$ cat config.mk
export PLATFORM = sky130hd
export DESIGN_NAME = mpsoc_apb_arbiter
export DESIGN_NICKNAME = d
export VERILOG_FILES = /design/src/rtl/mpsoc_apb_arbiter_pkg.sv /design/src/rtl/mpsoc_rr_arbiter.sv /design/src/rtl/mpsoc_apb_arbiter.sv
export SDC_FILE = /design/constraint.sdc
export NUM_CORES = 1
export LEC_CHECK = 0
export CAP_MARGIN = 40
export CELL_PAD_IN_SITES_DETAIL_PLACEMENT = 1
export CELL_PAD_IN_SITES_GLOBAL_PLACEMENT = 2
export CORE_MARGIN = 2
export CORE_UTILIZATION = 19
export CTS_CLUSTER_DIAMETER = 40
export CTS_CLUSTER_SIZE = 8
export DETAILED_ROUTE_END_ITERATION = 16
export PLACE_DENSITY_LB_ADDON = 0.25
export SYNTH_ARGS = -nofsm -noshare
export SYNTH_HDL_FRONTEND = slang
export SYNTH_SLANG_ARGS = --single-unit
$ cat constraint.sdc
create_clock -name PCLK -period 1.8 [get_ports PCLK]
set_input_delay 0.36 -clock PCLK [delete_from_list [all_inputs] [get_ports PCLK]]
set_output_delay 0.36 -clock PCLK [all_outputs]
set_load 0.02 [all_outputs]
$ cat src/rtl/mpsoc_apb_arbiter_pkg.sv
// rtl/mpsoc_apb_arbiter_pkg.sv - shared types and helpers for the APB arbiter
package mpsoc_apb_arbiter_pkg;

  typedef enum logic [1:0] {
    ST_IDLE   = 2'd0,
    ST_SETUP  = 2'd1,
    ST_ACCESS = 2'd2,
    ST_RESP   = 2'd3
  } state_t;

  function automatic int idx_width(input int n);
    return (n > 1) ? $clog2(n) : 1;
  endfunction

endpackage

$ cat src/rtl/mpsoc_rr_arbiter.sv
// rtl/mpsoc_rr_arbiter.sv - combinational round-robin picker
// Search starts one past last_grant_i and wraps, so every requester is reached within N picks.
module mpsoc_rr_arbiter
  import mpsoc_apb_arbiter_pkg::*;
#(
  parameter int N  = 2,
  localparam int IW = idx_width(N)
) (
  input  logic [N-1:0]  req_i,
  input  logic [IW-1:0] last_grant_i,
  output logic [N-1:0]  grant_o,
  output logic [IW-1:0] grant_idx_o
);

  logic          found;
  logic [IW-1:0] cand;

  always_comb begin
    grant_o     = '0;
    grant_idx_o = '0;
    found       = 1'b0;
    cand        = '0;
    for (int i = 1; i <= N; i++) begin
      cand = IW'((int'(last_grant_i) + i) % N);
      if (!found && req_i[cand]) begin
        found          = 1'b1;
        grant_o[cand]  = 1'b1;
        grant_idx_o    = cand;
      end
    end
  end

endmodule

$ cat src/rtl/mpsoc_apb_arbiter.sv
// rtl/mpsoc_apb_arbiter.sv - shares one APB slave between several APB masters
// Round-robin grant, registered command, single slave transfer, response to the winner only.
module mpsoc_apb_arbiter
  import mpsoc_apb_arbiter_pkg::*;
#(
  parameter int MASTERS    = 2,
  parameter int PADDR_SIZE = 10,
  parameter int PDATA_SIZE = 8
) (
  input  logic                    PCLK,
  input  logic                    PRESET,

  input  logic                    m_PSEL    [MASTERS],
  input  logic                    m_PENABLE [MASTERS],
  input  logic                    m_PWRITE  [MASTERS],
  input  logic [PDATA_SIZE/8-1:0] m_PSTRB   [MASTERS],
  input  logic [PADDR_SIZE-1:0]   m_PADDR   [MASTERS],
  input  logic [PDATA_SIZE-1:0]   m_PWDATA  [MASTERS],
  output logic [PDATA_SIZE-1:0]   m_PRDATA  [MASTERS],
  output logic                    m_PREADY  [MASTERS],
  output logic                    m_PSLVERR [MASTERS],

  output logic                    s_PSEL,
  output logic                    s_PENABLE,
  output logic                    s_PWRITE,
  output logic [PDATA_SIZE/8-1:0] s_PSTRB,
  output logic [PADDR_SIZE-1:0]   s_PADDR,
  output logic [PDATA_SIZE-1:0]   s_PWDATA,
  input  logic [PDATA_SIZE-1:0]   s_PRDATA,
  input  logic                    s_PREADY,
  input  logic                    s_PSLVERR
);

  localparam int IW = idx_width(MASTERS);
  localparam int SW = PDATA_SIZE / 8;

  state_t                state_q, state_d;
  logic [IW-1:0]         grant_q, grant_d;
  logic [IW-1:0]         last_grant_q, last_grant_d;
  logic                  pwrite_q, pwrite_d;
  logic [SW-1:0]         pstrb_q, pstrb_d;
  logic [PADDR_SIZE-1:0] paddr_q, paddr_d;
  logic [PDATA_SIZE-1:0] pwdata_q, pwdata_d;
  logic [PDATA_SIZE-1:0] prdata_q, prdata_d;
  logic                  pslverr_q, pslverr_d;

  logic [MASTERS-1:0]    req;
  logic [MASTERS-1:0]    win_oh;
  logic [IW-1:0]         win_idx;
  logic                  win_pwrite;
  logic [SW-1:0]         win_pstrb;
  logic [PADDR_SIZE-1:0] win_paddr;
  logic [PDATA_SIZE-1:0] win_pwdata;
  logic                  gnt_penable;

  always_comb begin
    req = '0;
    for (int i = 0; i < MASTERS; i++) begin
      req[i] = m_PSEL[i];
    end
  end

  mpsoc_rr_arbiter #(
    .N (MASTERS)
  ) u_rr (
    .req_i        (req),
    .last_grant_i (last_grant_q),
    .grant_o      (win_oh),
    .grant_idx_o  (win_idx)
  );

  // One-hot AND-OR select of the winning master's command.
  always_comb begin
    win_pwrite = 1'b0;
    win_pstrb  = '0;
    win_paddr  = '0;
    win_pwdata = '0;
    for (int i = 0; i < MASTERS; i++) begin
      if (win_oh[i]) begin
        win_pwrite = win_pwrite | m_PWRITE[i];
        win_pstrb  = win_pstrb  | m_PSTRB[i];
        win_paddr  = win_paddr  | m_PADDR[i];
        win_pwdata = win_pwdata | m_PWDATA[i];
      end
    end
  end

  assign gnt_penable = m_PENABLE[grant_q];

  always_comb begin
    state_d      = state_q;
    grant_d      = grant_q;
    last_grant_d = last_grant_q;
    pwrite_d     = pwrite_q;
    pstrb_d      = pstrb_q;
    paddr_d      = paddr_q;
    pwdata_d     = pwdata_q;
    prdata_d     = prdata_q;
    pslverr_d    = pslverr_q;
    case (state_q)
      ST_IDLE: begin
        if (|req) begin
          grant_d  = win_idx;
          pwrite_d = win_pwrite;
          pstrb_d  = win_pstrb;
          paddr_d  = win_paddr;
          pwdata_d = win_pwdata;
          state_d  = ST_SETUP;
        end
      end
      ST_SETUP: state_d = ST_ACCESS;
      ST_ACCESS: begin
        if (s_PREADY) begin
          prdata_d  = s_PRDATA;
          pslverr_d = s_PSLVERR;
          state_d   = ST_RESP;
        end
      end
      ST_RESP: begin
        // Waits for the winner's access phase so PREADY is never lost.
        if (gnt_penable) begin
          last_grant_d = grant_q;
          state_d      = ST_IDLE;
        end
      end
      default: state_d = ST_IDLE;
    endcase
  end

  always_ff @(posedge PCLK) begin
    if (PRESET) begin
      state_q      <= ST_IDLE;
      grant_q      <= '0;
      last_grant_q <= IW'(MASTERS - 1);
      pwrite_q     <= 1'b0;
      pstrb_q      <= '0;
      paddr_q      <= '0;
      pwdata_q     <= '0;
      prdata_q     <= '0;
      pslverr_q    <= 1'b0;
    end else begin
      state_q      <= state_d;
      grant_q      <= grant_d;
      last_grant_q <= last_grant_d;
      pwrite_q     <= pwrite_d;
      pstrb_q      <= pstrb_d;
      paddr_q      <= paddr_d;
      pwdata_q     <= pwdata_d;
      prdata_q     <= prdata_d;
      pslverr_q    <= pslverr_d;
    end
  end

  assign s_PSEL    = (state_q == ST_SETUP) || (state_q == ST_ACCESS);
  assign s_PENABLE = (state_q == ST_ACCESS);
  assign s_PWRITE  = pwrite_q;
  assign s_PSTRB   = pstrb_q;
  assign s_PADDR   = paddr_q;
  assign s_PWDATA  = pwdata_q;

  always_comb begin
    for (int i = 0; i < MASTERS; i++) begin
      m_PRDATA[i]  = '0;
      m_PSLVERR[i] = 1'b0;
      m_PREADY[i]  = 1'b0;
      if ((state_q == ST_RESP) && (grant_q == IW'(i))) begin
        m_PRDATA[i]  = prdata_q;
        m_PSLVERR[i] = pslverr_q;
        m_PREADY[i]  = m_PENABLE[i];
      end
    end
  end

endmodule
==> metrics.cfg, run 1 <==
[synth]
synth_area_leaders=dfxtp_1, a32oi_1, a21oi_1, nand3_1, and2_1
synth_top_family_by_area=compound AO/OA/AOI/OAI gates
syn_inst=185
ys_types=21
syn_avg_cell_area_um2=8.30
yosysTopAreaCellShare_pct=43.0
synth_area_um2=1540
yosys_register_bits=33
yosysWarnings=0
synthAdderAreaFrac_pct=2.44
synthMuxAreaShare_pct=1.30
syn-num-nets=244
synthSimpleGateAreaFrac_pct=22.7
synth_compound_area_share_pct=25.1
synth-seq-area-share_pct=43.0
synth_top_cell_by_area=dfxtp_1
synthXorXnorAreaFrac_pct=0

[detailed_routing]
drc=0
wl_um=6220
vias_per_cell=4.60
num_vias=1822
drt-pass1-iter-count=4
first_iter_violations=70
drt-wirelength-per-cell_um=15.7
ant_nets=0

[setup_path]
endpoint_kind=primary output
worstPathRequired_ns=1.44
path_class=flop to primary output
critPathBufInv=2
worstPathMaxFanout=14
start_kind=flop
crit_slowest_cell=dfxtp_2
crit_arrival_ns=1.36
crit_family=buffers and inverters
cp_cell_sequence=ha_4 > buf_6 > and3_1 > clkdlybuf4s15_2
max_stage_delay_ns=0.36

[clock_network]
clock_tree.root_cell=clkbuf_8
clk-insertion-delay-late_ns=0.28
clock_sinks=33
clk_pin_slew_ns=0.07
h-tree-depth=2
post_cts_buffers=0
cts_tree=yes
hold_buffers=0
cts_buffer_depth=2
cts_buffers=5

[sta]
fin_worst_skew_ns=0.00572
hold_viol_final=0
drv_slew=0
grt_setup_unrepaired=false
setup_viol=0
max_freq_mhz=580
fin_crit_sh_pct=95.7
worst_hold_slack_ns=0.471
worst_pin_slew_ns=0.357
final.min_clock_period_ns=1.72
relSlewSlack_pct=76.2

[floorplanning]
fp.dieH_um=93.9
dieArea_um2=8820
initial_core_util_pct=19.8
core.rowCount=32
io_pins=98
core_area_um2=7770
chipWidth_um=93.9

[cells_and_area]
n_antenna_cell=0
syn_to_final_growth_pct=89.6
layout_common_cells=clkdlybuf4s50_1, a21oi_1, dfxtp_1
final_cell_area_um2=2910
final_util_pct=37.5
nets=352
drive_gt1_share_pct=19.7
layout_commonest_cell=clkdlybuf4s50_1
fill_cells=935

[grt]
grt_pass1_vias=1817
grt_pass1_wl_um=9560
grt_max_degree=22
gr-total-overflow=0
antenna_found_initial=0
grt_usage_pct=14.0

[placed_design]
portBuffers=97
place.gp.congestion=0.708
dp_hpwl_um=4330
placed_area_um2=2770

[outcome]
outcome=finished, final reports clean

[power]
p_leak_nw=1.11
vdd_drop_max_uv=337
power_density_nw_per_um2=1110

[hold_path]
min_path_type=flop to flop

[flow_run]
max-cap-violations=0

-- worst reg2reg max path: stages, from the launching register on --
cell and delay [ns]:
dfxtp_2 0.33, buf_4 0.13, inv_1 0.07, ha_1 0.31, a21boi_2 0.25, buf_12 0.18, nand3_1 0.09, a21oi_1 0.15
-- metal layers --
metal / track usage, % / up-vias / wire (µm)
met2: 22.1 / 51 / 2940
met1: 19.5 / 866 / 2960
met3: 2.89 / 4 / 267
met5: 0 / - / 0
met4: 3.62 / 0 / 46
li1: - / 901 / -
-- sequential cells by signal (all words and copies together) (netlist names) --
register      count
s_PADDR          10
prdata_q          8
s_PWDATA          8
state_q           2
grant_q           1
last_grant_q      1
pslverr_q         1
s_PSTRB           1
s_PWRITE          1
-- path summary, 6_finish.rpt --
path	end	cells past startpoint	from	slack, ns
worst min-delay path	prdata_q[2]	2	prdata_q[2]	0.47
worst max-delay path	m_PRDATA[3]	4	state_q[1]	0.08
worst max register to register	s_PADDR[5]	7	state_q[0]	0.21
worst min register to register	prdata_q[2]	2	prdata_q[2]	0.47
-- cell families (layout without fill, tap and decap cells) --
logic type | count (synthesis) | in the layout
adders and majority gates | 3 | 3
AOI/OAI and AO/OA | 58 | 58
muxes | 2 | 2
buffers and inverters | 21 | 130
and+or+nand+nor | 68 | 68
DFF | 33 | 33
-- area by class of cell --
type	count	area (µm²)	area share [%]
clock buffer	7	86.3	2.97
clock inverter	1	30.0	1.03
inverter	4	15.0	0.516
multi-input combinational	131	822	28.2
sequential	33	663	22.8
tap	102	128	4.39
timing repair buffer	118	1170	40.1
-- cell usage after synthesis, drive strengths merged --
cell type,count
nand2,14
nand3,29
dfxtp,33
a21oi,31
nor2b,1
inv,4
o211a,1
a222oi,1
a32oi,20
nand2b,1
o21ai,2
mux2i,2
ha,3
a21boi,1
clkbuf,14
and2,11
a22oi,1
buf,3
nor2,2
and3,10
a211o,1
-- what timing repair did --
item,4_1_cts,5_1_grt
cloned,1,0
pin swaps,0,1
resized for setup,87,12
setup endpoints to repair,22,22
-- power by group --
group	internal [mW]	switching [mW]	total, mW
Clock	0.452	0.280	0.732
Combinational	0.730	0.781	1.51
Sequential	0.890	0.0993	0.990
-- per-stage QoR --
stage / cells / TNS (ns) / setup slack [ns] / total power, mW
2_1_floorplan: 185 / 0 / 0.274 / 1.74
3_3_place_gp: 386 / -3.18 / -0.137 / 2.48
3_5_place_dp: 387 / -1.71 / -0.141 / 2.52
4_1_cts: 396 / -0.0173 / -0.0155 / 3.27
5_1_grt: 396 / 0 / 0.00846 / 3.46
6_report: 396 / 0 / 0.0771 / 3.23
Note: power is estimated with default switching activity, not from simulation.
==> inputs of run 2 (changes only) <==
CORE_MARGIN = 5   (was 2)
==> run 2 against run 1 <==
Utilization shrank 1.4 points. Sequential share of layout area grew 0.76 points. Final cell count shrank 0.51%. Combinational power is essentially flat. Sequential cell count is the same. Highest routed layer unchanged. Maximum frequency shrank 0.77%.
==> metrics.cfg, run 2 (synthesis results as in run 1) <==
[outcome]
outcome=finished, final reports clean

[floorplanning]
io_pins=98  ; unchanged
dieArea_um2=9980  ; +13%
core.rowCount=32  ; unchanged
core_area_um2=7810  ; +0.52%
chipWidth_um=99.9  ; +6.4%
fp.dieH_um=99.9  ; +6.4%
initial_core_util_pct=19.7  ; -0.10 points

[detailed_routing]
drc=0  ; unchanged
first_iter_violations=39  ; -44%
vias_per_cell=4.59  ; -0.32%
wl_um=6340  ; +1.9%
drt-wirelength-per-cell_um=16.1  ; +2.4%
ant_nets=0  ; unchanged
drt-pass1-iter-count=4  ; unchanged
num_vias=1807  ; -0.82%

[grt]
grt_usage_pct=12.7  ; -1.3 points
gr-total-overflow=0  ; unchanged
grt_max_degree=22  ; unchanged
antenna_found_initial=0  ; unchanged
grt_pass1_vias=1939  ; +6.7%
grt_pass1_wl_um=10100  ; +5.3%

[hold_path]
min_path_type=flop to flop
whs_path_depth=2  ; unchanged

[cells_and_area]
largest_reg_flops=10  ; unchanged
nets=351  ; -0.28%
layout_commonest_cell=clkdlybuf4s50_1
syn_to_final_growth_pct=83.5
drive_gt1_share_pct=18.8  ; -0.89 points
layout_common_cells=clkdlybuf4s50_1, a21oi_1, dfxtp_1
stdcell_count=394  ; -0.51%
n_antenna_cell=0  ; unchanged

[sta]
max_freq_mhz=576  ; -0.77%
drv_slew=0  ; unchanged
setup_ws_ns=0.0637  ; -0.0134 ns
fin_worst_skew_ns=0.00524  ; -0.000476 ns
hold_viol_final=0  ; unchanged
relSlewSlack_pct=72.1  ; -4.0 points
worst_pin_slew_ns=0.418  ; +0.0605 ns
final.min_clock_period_ns=1.74  ; +0.0134 ns
setup_viol=0  ; unchanged
worst_hold_slack_ns=0.466  ; -0.00550 ns
fin_crit_sh_pct=96.5  ; +0.74 points

[setup_path]
rr_startpoint=state_q[0]
critPathBufInv=2  ; unchanged
start_kind=flop
cp_cell_sequence=ha_2 > buf_6 > and3_1 > clkdlybuf4s15_2
path_class=flop to primary output
crit_end=m_PSLVERR[0]
endpoint_kind=primary output
max_stage_delay_ns=0.33  ; -0.03 ns
worstPathRequired_ns=1.44  ; about the same
reg2reg_slack_ns=0.17  ; -0.04 ns
reg2reg_depth=6  ; -1
crit_slowest_cell=dfxtp_2
crit_arrival_ns=1.38  ; +0.02 ns
r2r-end=state_q[1]
worstPathMaxFanout=14  ; unchanged
critPathLaunch=state_q[0]
cp_num_cells=4  ; unchanged
crit_family=buffers and inverters

[clock_network]
cts_buffer_depth=2  ; unchanged
clock_tree.root_cell=clkbuf_8
clk-insertion-delay-late_ns=0.28  ; about the same
cts_buffers=5  ; unchanged
clock_sinks=33  ; unchanged
post_cts_buffers=0  ; unchanged
cts_tree=yes
clk_pin_slew_ns=0.07  ; about the same
h-tree-depth=2  ; unchanged
hold_buffers=0  ; unchanged

[power]
power_density_nw_per_um2=1080  ; -2.5%
p_leak_nw=1.09  ; -1.9%
vdd_drop_max_uv=347  ; +3.0%

[placed_design]
placed_cells=387  ; unchanged
dp_slack_ns=-0.183  ; -0.0425 ns
dp_hpwl_um=4510  ; +4.1%
place.gp.congestion=0.711  ; +0.54%
portBuffers=97  ; unchanged

[flow_run]
max-cap-violations=0  ; unchanged

run 2: changes by cell type in the layout (fill, tap and decap cells not counted), sizes merged:
cell / change
clkdlybuf4s15: -3
buf: +2
clkbuf: -2
bufinv: -1
clkinvlp: +1
dlygate4sd2: +1
run 2: power by group:
group	leakage, nW	internal (mW)	total (mW)	switching [mW]
registers	0.271	0.890	0.979	0.0894
logic	0.775	0.709	1.49	0.777
clock network	0.0433	0.303	0.584	0.281
run 2: worst min path at each step:
stage	slack [ns]	start	to
finish	0.47	prdata_q[4]	prdata_q[4]
global route	0.48	prdata_q[1]	prdata_q[1]
CTS	0.47	prdata_q[1]	prdata_q[1]
detailed placement	0.46	prdata_q[0]	prdata_q[0]
global placement	0.45	prdata_q[0]	prdata_q[0]
floorplan	0.44	prdata_q[0]	prdata_q[0]
run 2: metal layers:
metal  vias up  global-route usage (%)  wire length [µm]
met5         -                       0                 0
met4         0                    3.47                49
met3         2                    3.68               382
met2        58                    20.2              2920
met1       851                    16.8              2990
li1        896                       -                 -
run 2: worst min-delay path: stages, from the launching register on:
cell and delay (ns):
dfxtp_1 0.32, nand2_1 0.05, a21oi_1 0.05
run 2: what timing repair did:
action | 4_1_cts | 5_1_grt
hold endpoints to repair | 0 | 0
pin swaps | 0 | 0
cloned | 0 | 0
setup endpoints to repair | 22 | 18
gates resized for setup | 77 | 12
run 2: area by class of cell:
cell class | instances | area [µm²]
Sequential cell | 33 | 663
Tap cell | 102 | 128
Timing Repair Buffer | 117 | 1110
Multi-Input combinational cell | 131 | 810
Clock buffer | 6 | 82.6
Fill cell | 932 | 4990
Clock inverter | 1 | 7.51
Inverter | 4 | 15.0
run 2: stage by stage:
| stage | cell area [µm²] | util [%] | TNS [ns] | power [mW] |
|---|---|---|---|---|
| 2_1_floorplan | 1540 | - | 0 | 1.74 |
| 3_3_place_gp | 2740 | 35.1 | -3.59 | 2.47 |
| 3_5_place_dp | 2760 | 35.3 | -1.94 | 2.52 |
| 4_1_cts | 2790 | 35.8 | -0.00495 | 3.10 |
| 5_1_grt | 2820 | 36.1 | -0.00665 | 3.27 |
| 6_report | 2820 | 36.1 | 0 | 3.05 |
